### config.mk
export PLATFORM = sky130hd
export DESIGN_NAME = mem_bus_arbiter
export DESIGN_NICKNAME = d
export VERILOG_FILES = /design/src/rtl/mem_arb_pkg.sv /design/src/rtl/mem_arb_pick.sv /design/src/rtl/mem_bus_arbiter.sv
export SDC_FILE = /design/constraint.sdc
export NUM_CORES = 1
export LEC_CHECK = 0
export ABC_AREA = 1
export ABC_CLOCK_PERIOD_IN_PS = 1400
export CORE_AREA = 2 2 108 110
export DETAILED_ROUTE_END_ITERATION = 8
export DIE_AREA = 0 0 110 112
export PLACE_DENSITY = 0.74
export SLEW_MARGIN = 20
export SYNTH_ARGS = -nofsm -noshare
export SYNTH_HDL_FRONTEND = slang
export SYNTH_SLANG_ARGS = --single-unit
### constraint.sdc
create_clock -name clk -period 1.4 [get_ports clk]
set_input_delay 0.14 -clock clk [delete_from_list [all_inputs] [get_ports clk]]
set_output_delay 0.14 -clock clk [all_outputs]
set_load 0.01 [all_outputs]
### src/rtl/mem_arb_pkg.sv
// Shared types and constants for the I/D memory-port arbiter.
package mem_arb_pkg;

    typedef enum logic [1:0] {
        ARB_IDLE  = 2'd0,
        ARB_GNT_I = 2'd1,
        ARB_GNT_D = 2'd2
    } arb_state_t;

    typedef enum logic {
        REQ_I = 1'b0,
        REQ_D = 1'b1
    } req_id_t;

    localparam logic [31:0] ARB_ERR_DATA = 32'hDEAD_BEEF;

endpackage

### src/rtl/mem_arb_pick.sv
// Winner select for simultaneous I/D requests. Define MEM_ARB_ROUND_ROBIN_EN for
// alternation; otherwise D has fixed priority.
module mem_arb_pick
    import mem_arb_pkg::*;
(
    input  logic    i_req_i,
    input  logic    i_req_d,
    input  req_id_t i_last_grant,
    output logic    o_grant_valid,
    output req_id_t o_grant_id
);

`ifndef MEM_ARB_ROUND_ROBIN_EN
    logic w_unused_last;
    assign w_unused_last = i_last_grant;
`endif

    // Choose which requester the FSM grants out of IDLE
    always_comb begin
        o_grant_valid = i_req_i | i_req_d;
        o_grant_id    = REQ_D;
        if (i_req_i && i_req_d) begin
`ifdef MEM_ARB_ROUND_ROBIN_EN
            o_grant_id = (i_last_grant == REQ_I) ? REQ_D : REQ_I;
`else
            o_grant_id = REQ_D;
`endif
        end else if (i_req_i) begin
            o_grant_id = REQ_I;
        end else begin
            o_grant_id = REQ_D;
        end
    end

endmodule

### src/rtl/mem_bus_arbiter.sv
// Shares one Avalon-MM memory port between instruction and data masters.
// Build option: MEM_ARB_ROUND_ROBIN_EN (see mem_arb_pick).
module mem_bus_arbiter
    import mem_arb_pkg::*;
#(
    parameter int TIMEOUT_CYCLES = 256
) (
    input  logic        clk,
    input  logic        reset,
    input  logic [31:0] i_address,
    input  logic        i_read,
    output logic [31:0] i_readdata,
    output logic        i_waitrequest,
    input  logic [31:0] d_address,
    input  logic        d_read,
    input  logic        d_write,
    input  logic [31:0] d_writedata,
    input  logic [3:0]  d_byteenable,
    output logic [31:0] d_readdata,
    output logic        d_waitrequest,
    output logic [31:0] mem_address,
    output logic        mem_read,
    output logic        mem_write,
    output logic [31:0] mem_writedata,
    output logic [3:0]  mem_byteenable,
    input  logic [31:0] mem_readdata,
    input  logic        mem_waitrequest,
    output logic        bus_error
);

    localparam int CW = (TIMEOUT_CYCLES > 2) ? $clog2(TIMEOUT_CYCLES) : 1;
    localparam logic [CW-1:0] CNT_LAST = CW'(TIMEOUT_CYCLES - 1);

    arb_state_t    r_state;
    req_id_t       r_last_grant;
    logic [CW-1:0] r_cnt;
    logic          r_bus_error;

    logic    w_grant_valid;
    req_id_t w_grant_id;
    logic    w_granted;
    logic    w_mem_req;
    logic    w_done;
    logic    w_abandon;
    logic    w_timeout;

    mem_arb_pick u_pick (
        .i_req_i       (i_read),
        .i_req_d       (d_read | d_write),
        .i_last_grant  (r_last_grant),
        .o_grant_valid (w_grant_valid),
        .o_grant_id    (w_grant_id)
    );

    // Forward the granted master onto the memory port; a write wins over a read
    always_comb begin
        mem_address    = 32'h0;
        mem_read       = 1'b0;
        mem_write      = 1'b0;
        mem_writedata  = 32'h0;
        mem_byteenable = 4'h0;
        case (r_state)
            ARB_GNT_I: begin
                mem_address    = i_address;
                mem_read       = i_read;
                mem_byteenable = 4'hF;
            end
            ARB_GNT_D: begin
                mem_address    = d_address;
                mem_read       = d_read & ~d_write;
                mem_write      = d_write;
                mem_writedata  = d_writedata;
                mem_byteenable = d_byteenable;
            end
            default: begin
                mem_address = 32'h0;
            end
        endcase
    end

    assign w_granted = (r_state == ARB_GNT_I) || (r_state == ARB_GNT_D);
    assign w_mem_req = mem_read | mem_write;
    assign w_done    = w_granted & w_mem_req & ~mem_waitrequest;
    assign w_abandon = w_granted & ~w_mem_req;
    assign w_timeout = w_granted & w_mem_req & mem_waitrequest & (r_cnt == CNT_LAST);
    assign bus_error = r_bus_error;

    // Return path; a timeout releases the master with the error pattern
    always_comb begin
        i_waitrequest = 1'b1;
        d_waitrequest = 1'b1;
        i_readdata    = 32'h0;
        d_readdata    = 32'h0;
        case (r_state)
            ARB_GNT_I: begin
                i_waitrequest = mem_waitrequest & ~w_timeout;
                i_readdata    = w_timeout ? ARB_ERR_DATA : mem_readdata;
            end
            ARB_GNT_D: begin
                d_waitrequest = mem_waitrequest & ~w_timeout;
                d_readdata    = w_timeout ? ARB_ERR_DATA : mem_readdata;
            end
            default: begin
                i_waitrequest = 1'b1;
            end
        endcase
    end

    // Grant FSM with stall counter; every exit from a grant passes through IDLE
    always_ff @(posedge clk) begin
        if (reset) begin
            r_state      <= ARB_IDLE;
            r_last_grant <= REQ_I;
            r_cnt        <= {CW{1'b0}};
            r_bus_error  <= 1'b0;
        end else begin
            case (r_state)
                ARB_IDLE: begin
                    r_cnt <= {CW{1'b0}};
                    if (w_grant_valid) begin
                        r_state <= (w_grant_id == REQ_D) ? ARB_GNT_D : ARB_GNT_I;
                    end else begin
                        r_state <= ARB_IDLE;
                    end
                end
                ARB_GNT_I, ARB_GNT_D: begin
                    if (w_done) begin
                        r_state      <= ARB_IDLE;
                        r_cnt        <= {CW{1'b0}};
                        r_last_grant <= (r_state == ARB_GNT_D) ? REQ_D : REQ_I;
                    end else if (w_abandon) begin
                        r_state <= ARB_IDLE;
                        r_cnt   <= {CW{1'b0}};
                    end else if (w_timeout) begin
                        r_state     <= ARB_IDLE;
                        r_cnt       <= {CW{1'b0}};
                        r_bus_error <= 1'b1;
                    end else begin
                        r_cnt <= r_cnt + CW'(1);
                    end
                end
                default: begin
                    r_state <= ARB_IDLE;
                    r_cnt   <= {CW{1'b0}};
                end
            endcase
        end
    end

endmodule

Yosys cells after proc, flatten, opt, wreduce, memory -nomap -nowiden
Index checks and enable logic that the tools add are counted.
{"block": "word_totals", "word_cells": 49, "output_inout_bits": 137, "reg_bits": 11}
{"block": "op_classes", "reduce_logical": 6, "bitwise": 17, "add_sub_neg": 1, "n_mux": 18, "n_eq_ne": 4}
{"operator": "$mux W32", "count": 4}
{"operator": "$pmux W32 S2", "count": 1}
{"operator": "$mux W2", "count": 5}
{"operator": "$add A8 B1 Y8 const B", "count": 1}
{"operator": "$eq A8 B8 Y1 const B", "count": 1}
{"operator": "$pmux W4 S2", "count": 1}
{"operator": "$and A1 B1 Y1", "count": 7}
{"operator": "$not A1 Y1", "count": 7}
{"operator": "$mux W1", "count": 5}
{"operator": "$reduce_or A5 Y1", "count": 1}
{"operator": "$ne A4 B4 Y1 const B", "count": 1}
{"operator": "$pmux W2 S2", "count": 1}
{"operator": "$reduce_and A4 Y1", "count": 1}
{"operator": "$or A1 B1 Y1", "count": 3}
{"operator": "$eq A2 B1 Y1 const B", "count": 1}
{"operator": "$eq A2 B2 Y1 const B", "count": 1}
{"operator": "$logic_not A2 Y1", "count": 1}
{"operator": "$pmux W1 S2", "count": 1}
{"operator": "$reduce_or A2 Y1", "count": 1}
{"operator": "$logic_and A1 B1 Y1", "count": 1}
{"operator": "$logic_or A1 B1 Y1", "count": 1}

Depth between registers and ports, before layout
{"block": "logic_depth", "ltp_word": 11, "depth_mapped": 9, "mapped_depth_nobuf": 8}

Hierarchy
A second synthesis with hierarchy kept.
{"block": "hier_totals", "hier_cells": 380, "hier_area_um2": 1933.1}
{"module": "mem_bus_arbiter", "cells_each": 376, "area_per_inst_um2": 1918.1, "n_inst": 1}
{"module": "mem_arb_pick", "cells_each": 4, "area_per_inst_um2": 15.0, "n_inst": 1}

Least setup slack after synthesis
No wires, ideal clock.
{"block": "synth_path", "path_type": "flip-flop to output port", "from": "register r_state[0]", "to": "output port i_readdata[10]", "slack_ns": -0.148, "required_time_ns": 1.260, "path_stages_with_launch": 10, "arrival_ns": 1.408, "cell_sequence": "dfxtp_1 > inv_1 > ha_1 > buf_4 > nand3_1 > nand3_2 > nand4_2 > buf_6 > buf_6 > a21oi_2"}
{"block": "synth_between", "elab_chain_cells": 8, "word_cells_on_any_way": 11}
{"element": "start: declaration", "line_no": "mem_bus_arbiter.sv:34", "source": "arb_state_t r_state;"}
{"element": "start signal: assignment", "line_no": "mem_bus_arbiter.sv:121", "source": "r_state <= (w_grant_id == REQ_D) ? ARB_GNT_D : ARB_GNT_I;"}
{"element": "$eq A2 B2 Y1 or $eq A2 B1 Y1 (tied branches)", "line_no": "mem_bus_arbiter.sv:62, mem_bus_arbiter.sv:81, mem_bus_arbiter.sv:94"}
{"element": "$pmux W1 S2 or $mux W1 (tied branches)", "line_no": "mem_bus_arbiter.sv:62", "source": "case (r_state)"}
{"element": "$or A1 B1 Y1", "line_no": "mem_bus_arbiter.sv:82", "source": "assign w_mem_req = mem_read | mem_write;"}
{"element": "$and A1 B1 Y1 (3 in a row)", "line_no": "mem_bus_arbiter.sv:85", "source": "assign w_timeout = w_granted & w_mem_req & mem_waitrequest & (r_cnt == CNT_LAST);"}
{"element": "$mux W32", "line_no": "mem_bus_arbiter.sv:97", "source": "i_readdata = w_timeout ? ARB_ERR_DATA : mem_readdata;"}
{"element": "$mux W32 *", "line_no": "mem_bus_arbiter.sv:94", "source": "case (r_state)"}
{"element": "end: declaration", "line_no": "mem_bus_arbiter.sv:12", "source": "output logic [31:0] i_readdata,"}
Mark *: on every way between the ends. The rest lies on a longest branch, timed or not.

Worst setup path after layout
{"block": "layout_path", "from": "register r_state[0]", "to": "output port i_readdata[23]"}
Same word-level chain as after synthesis.

==> results.tsv <==
stage	metric	value	unit
yosys	EDFF count, synth	0	
clock_network	# clock sinks	11	
clock_network	H-tree levels	1	
routing	via count	3806	
clock_network	clock root buffer	clkbuf_16	
timing	min Tclk post-route	2.042	ns
yosys	Synth cell types	21	
clock_network	CTS Buffer Depth	2	
global_route	vias in the first global route	3784	
layout	ratio of cells with drive above 1 in the final layout	61.46	%
global_route	initial antenna violation count	0	
floorplan	die area	0.01232	mm^2
timing	final hold slack	0.4746	ns
timing	Setup Viol. Count Final	136	
outcome	outcome	complete, but fails checks	
yosys	Syn Area/Cell	5.072	um^2
timing	fin worst setup slack	-0.6422	ns
yosys	commonest cells in the synthesized netlist	nand2_1, inv_1, a21oi_1	
timing	Fin Setup TNS	-66.30	ns
clock_network	clk_lat worst skew	0.24	ns
min_path	hold_sp	bus_error	
placed_design	gpl congestion	0.8909	
yosys	most common cell in the netlist	nand2_1	
routing	post-route ant nets	0	
floorplan	Die X	110	um
layout	Final Net Count	867	
min_path	worst min-delay path category	reg -> reg	
worst_setup_path	CP arrival	1.90	ns
placed_design	number of buffers inserted by port buffering	274	
timing	slew margin rel.	79.88	%
yosys	Syn Inst Count	373	
global_route	total track usage	20.43	%
worst_setup_path	worst-path maximum fanout	9	
floorplan	die height	112	um
yosys	register area share after synthesis	11.64	%
routing	DR iter-0 viols	125	
timing	period utilization	145.9	%
yosys	Post-Syn Area	0.001892	mm^2
yosys	synthesized flop and latch total	11	
clock_network	hold_buf cts	0	
timing	clk_skew	0.002654	ns
clock_network	CTS buffer count	3	
timing	fmax	0.4897	GHz
yosys	Async SR Flop Fraction	0	%
global_route	largest net degree at the start of global routing	19	
worst_setup_path	Critical R2R Launch	r_state[0]	
layout	register area	227.7	um^2
layout	Area growth syn-to-layout	262.8	%
power_and_ir_drop	Max IR drop VDD	0.7792	mV
yosys	Ys Warns	0	
global_route	total gr overflow	0	
clock_network	TritonCTS clock tree	built	
timing	final hold vios	0	
yosys	synth top area cells	nand2_1, a21oi_1, inv_1	
worst_setup_path	CP endpoint kind	output port	
floorplan	Top Ports	275	
yosys	Yosys top cell area share	24.80	%
worst_setup_path	worst reg-to-reg setup slack	-0.14	ns
power_and_ir_drop	P_leak	0.003290	uW
placed_design	placed cells	800	
power_and_ir_drop	PwrDens	452.3	mW/mm^2
yosys	synthesized net count	515	
floorplan	Initial Util	16.93	%
timing	Worst Tran Pin Value	0.3007	ns
routing	final WL	14280	um
placed_design	post-DP HPWL	9109	um
floorplan	Core Box Area	0.01117	mm^2
routing	via/cell ratio	4.390	
routing	DRT Pass-1 Iters	4	
routing	DRC	0	
clock_network	Worst-path clk slew	0.04	ns
yosys	Main synth FF type	dfxtp_1	
worst_setup_path	Crit. Startpoint	r_state[0]	
worst_setup_path	Req. time, crit path	1.26	ns
routing	Routed WL per cell	16.47	um
yosys	Synth area leader	nand2_1	
floorplan	site row count	39	
worst_setup_path	WS Path Type	reg -> out	
flow_run	Max-Cap Viols	0	
timing	Max Slew Vio Count	0	
timing	RSZ-0062 raised after global routing	true	
global_route	first-pass GRT wire length	19740	um
layout	# fillers	900	
layout	Finished Layout Cells	867	
worst_setup_path	crit path launch type	flop	
layout	multi-input combinational cell area	0.002280	mm^2
outcome	violated checks	setup timing	
layout	# diodes	0	
[routing by layer]
metal | wire length [um] | track usage, % | vias up
met5 | 0 | 0 | -
met4 | 173 | 3.713 | 0
met3 | 951 | 2.635 | 17
met2 | 7829 | 39.18 | 146
met1 | 5328 | 23.67 | 1798
li1 | - | - | 1845
[worst max-delay path, stage by stage, from the launching register on]
cell,delay (ns)
dfxtp_4,0.34
inv_4,0.07
ha_4,0.20
nand3_4,0.09
nand3_4,0.08
nand4_4,0.14
buf_6,0.17
bufbuf_16,0.28
a21oi_4,0.15
buf_6,0.12
[worst paths after layout]
check / endpoint / cells past startpoint
max: i_readdata[23] / 9
min: bus_error / 2
min reg2reg: bus_error / 2
max reg2reg: bus_error / 9
[repair_timing]
action / CTS / global route
pin swaps: 19 / 45
endpoints found under the setup margin: 137 / 146
setup buffers: 42 / 19
gates resized for setup: 699 / 189
cloned: 14 / 3
[flip-flops by register name (all words and copies together), names as in the netlist]
name and flops:
bus_error 1, r_cnt 8, r_state 2
[through the flow]
stage / instance area [um^2] / setup WS, ns / power [uW] / utilization, %
2_1_floorplan: 2318 / -0.1049 / 900.1 / -
3_3_place_gp: 5406 / -0.7993 / 1836 / 48.38
3_5_place_dp: 5406 / -0.8149 / 1862 / 48.38
4_1_cts: 6158 / -0.6744 / 2777 / 55.11
5_1_grt: 6864 / -0.7179 / 3247 / 61.43
6_report: 6864 / -0.6422 / 3104 / 61.43
[layout make-up]
type | instances | share of cell area [%]
timing repair buffer | 374 | 55.36
multi-input combinational | 263 | 33.21
inverter | 72 | 4.357
sequential | 11 | 3.318
tap | 143 | 2.607
clock buffer | 4 | 1.148
[power by group]
part / internal [uW] / total, uW / switching, uW
Combinational: 1230 / 2250 / 1010
Sequential: 319 / 327 / 7.66
Clock: 383 / 531 / 148
[cell usage in the layout (no fill, tap or decap), types with 4 or more instances in the layout]
cell type	count
buf_2	81
nand2_1	55
inv_1	45
buf_6	91
buf_8	9
dfxtp_1	9
nor2_1	14
nor2_2	9
clkdlybuf4s50_1	138
nand3_1	5
nand2_2	25
nor2_4	8
a21oi_1	4
buf_16	10
inv_2	22
buf_4	28
a21oi_2	57
a21oi_4	26
nand2_4	42
clkbuf_16	6
buf_12	13
[cells by family (layout without fill, tap and decap cells)]
| group | Yosys count | count (layout) | synth area share, % |
|---|---|---|---|
| AOI/OAI and AO/OA | 87 | 87 | 26.98 |
| xor gates and xnor gates | 5 | 5 | 2.315 |
| adders and majority gates | 4 | 4 | 2.646 |
| buffers and inverters | 99 | 450 | 21.36 |
| DFF | 11 | 11 | 11.64 |
| and+or+nand+nor | 167 | 167 | 35.05 |
No activity file was read; power rests on OpenSTA's default activity.
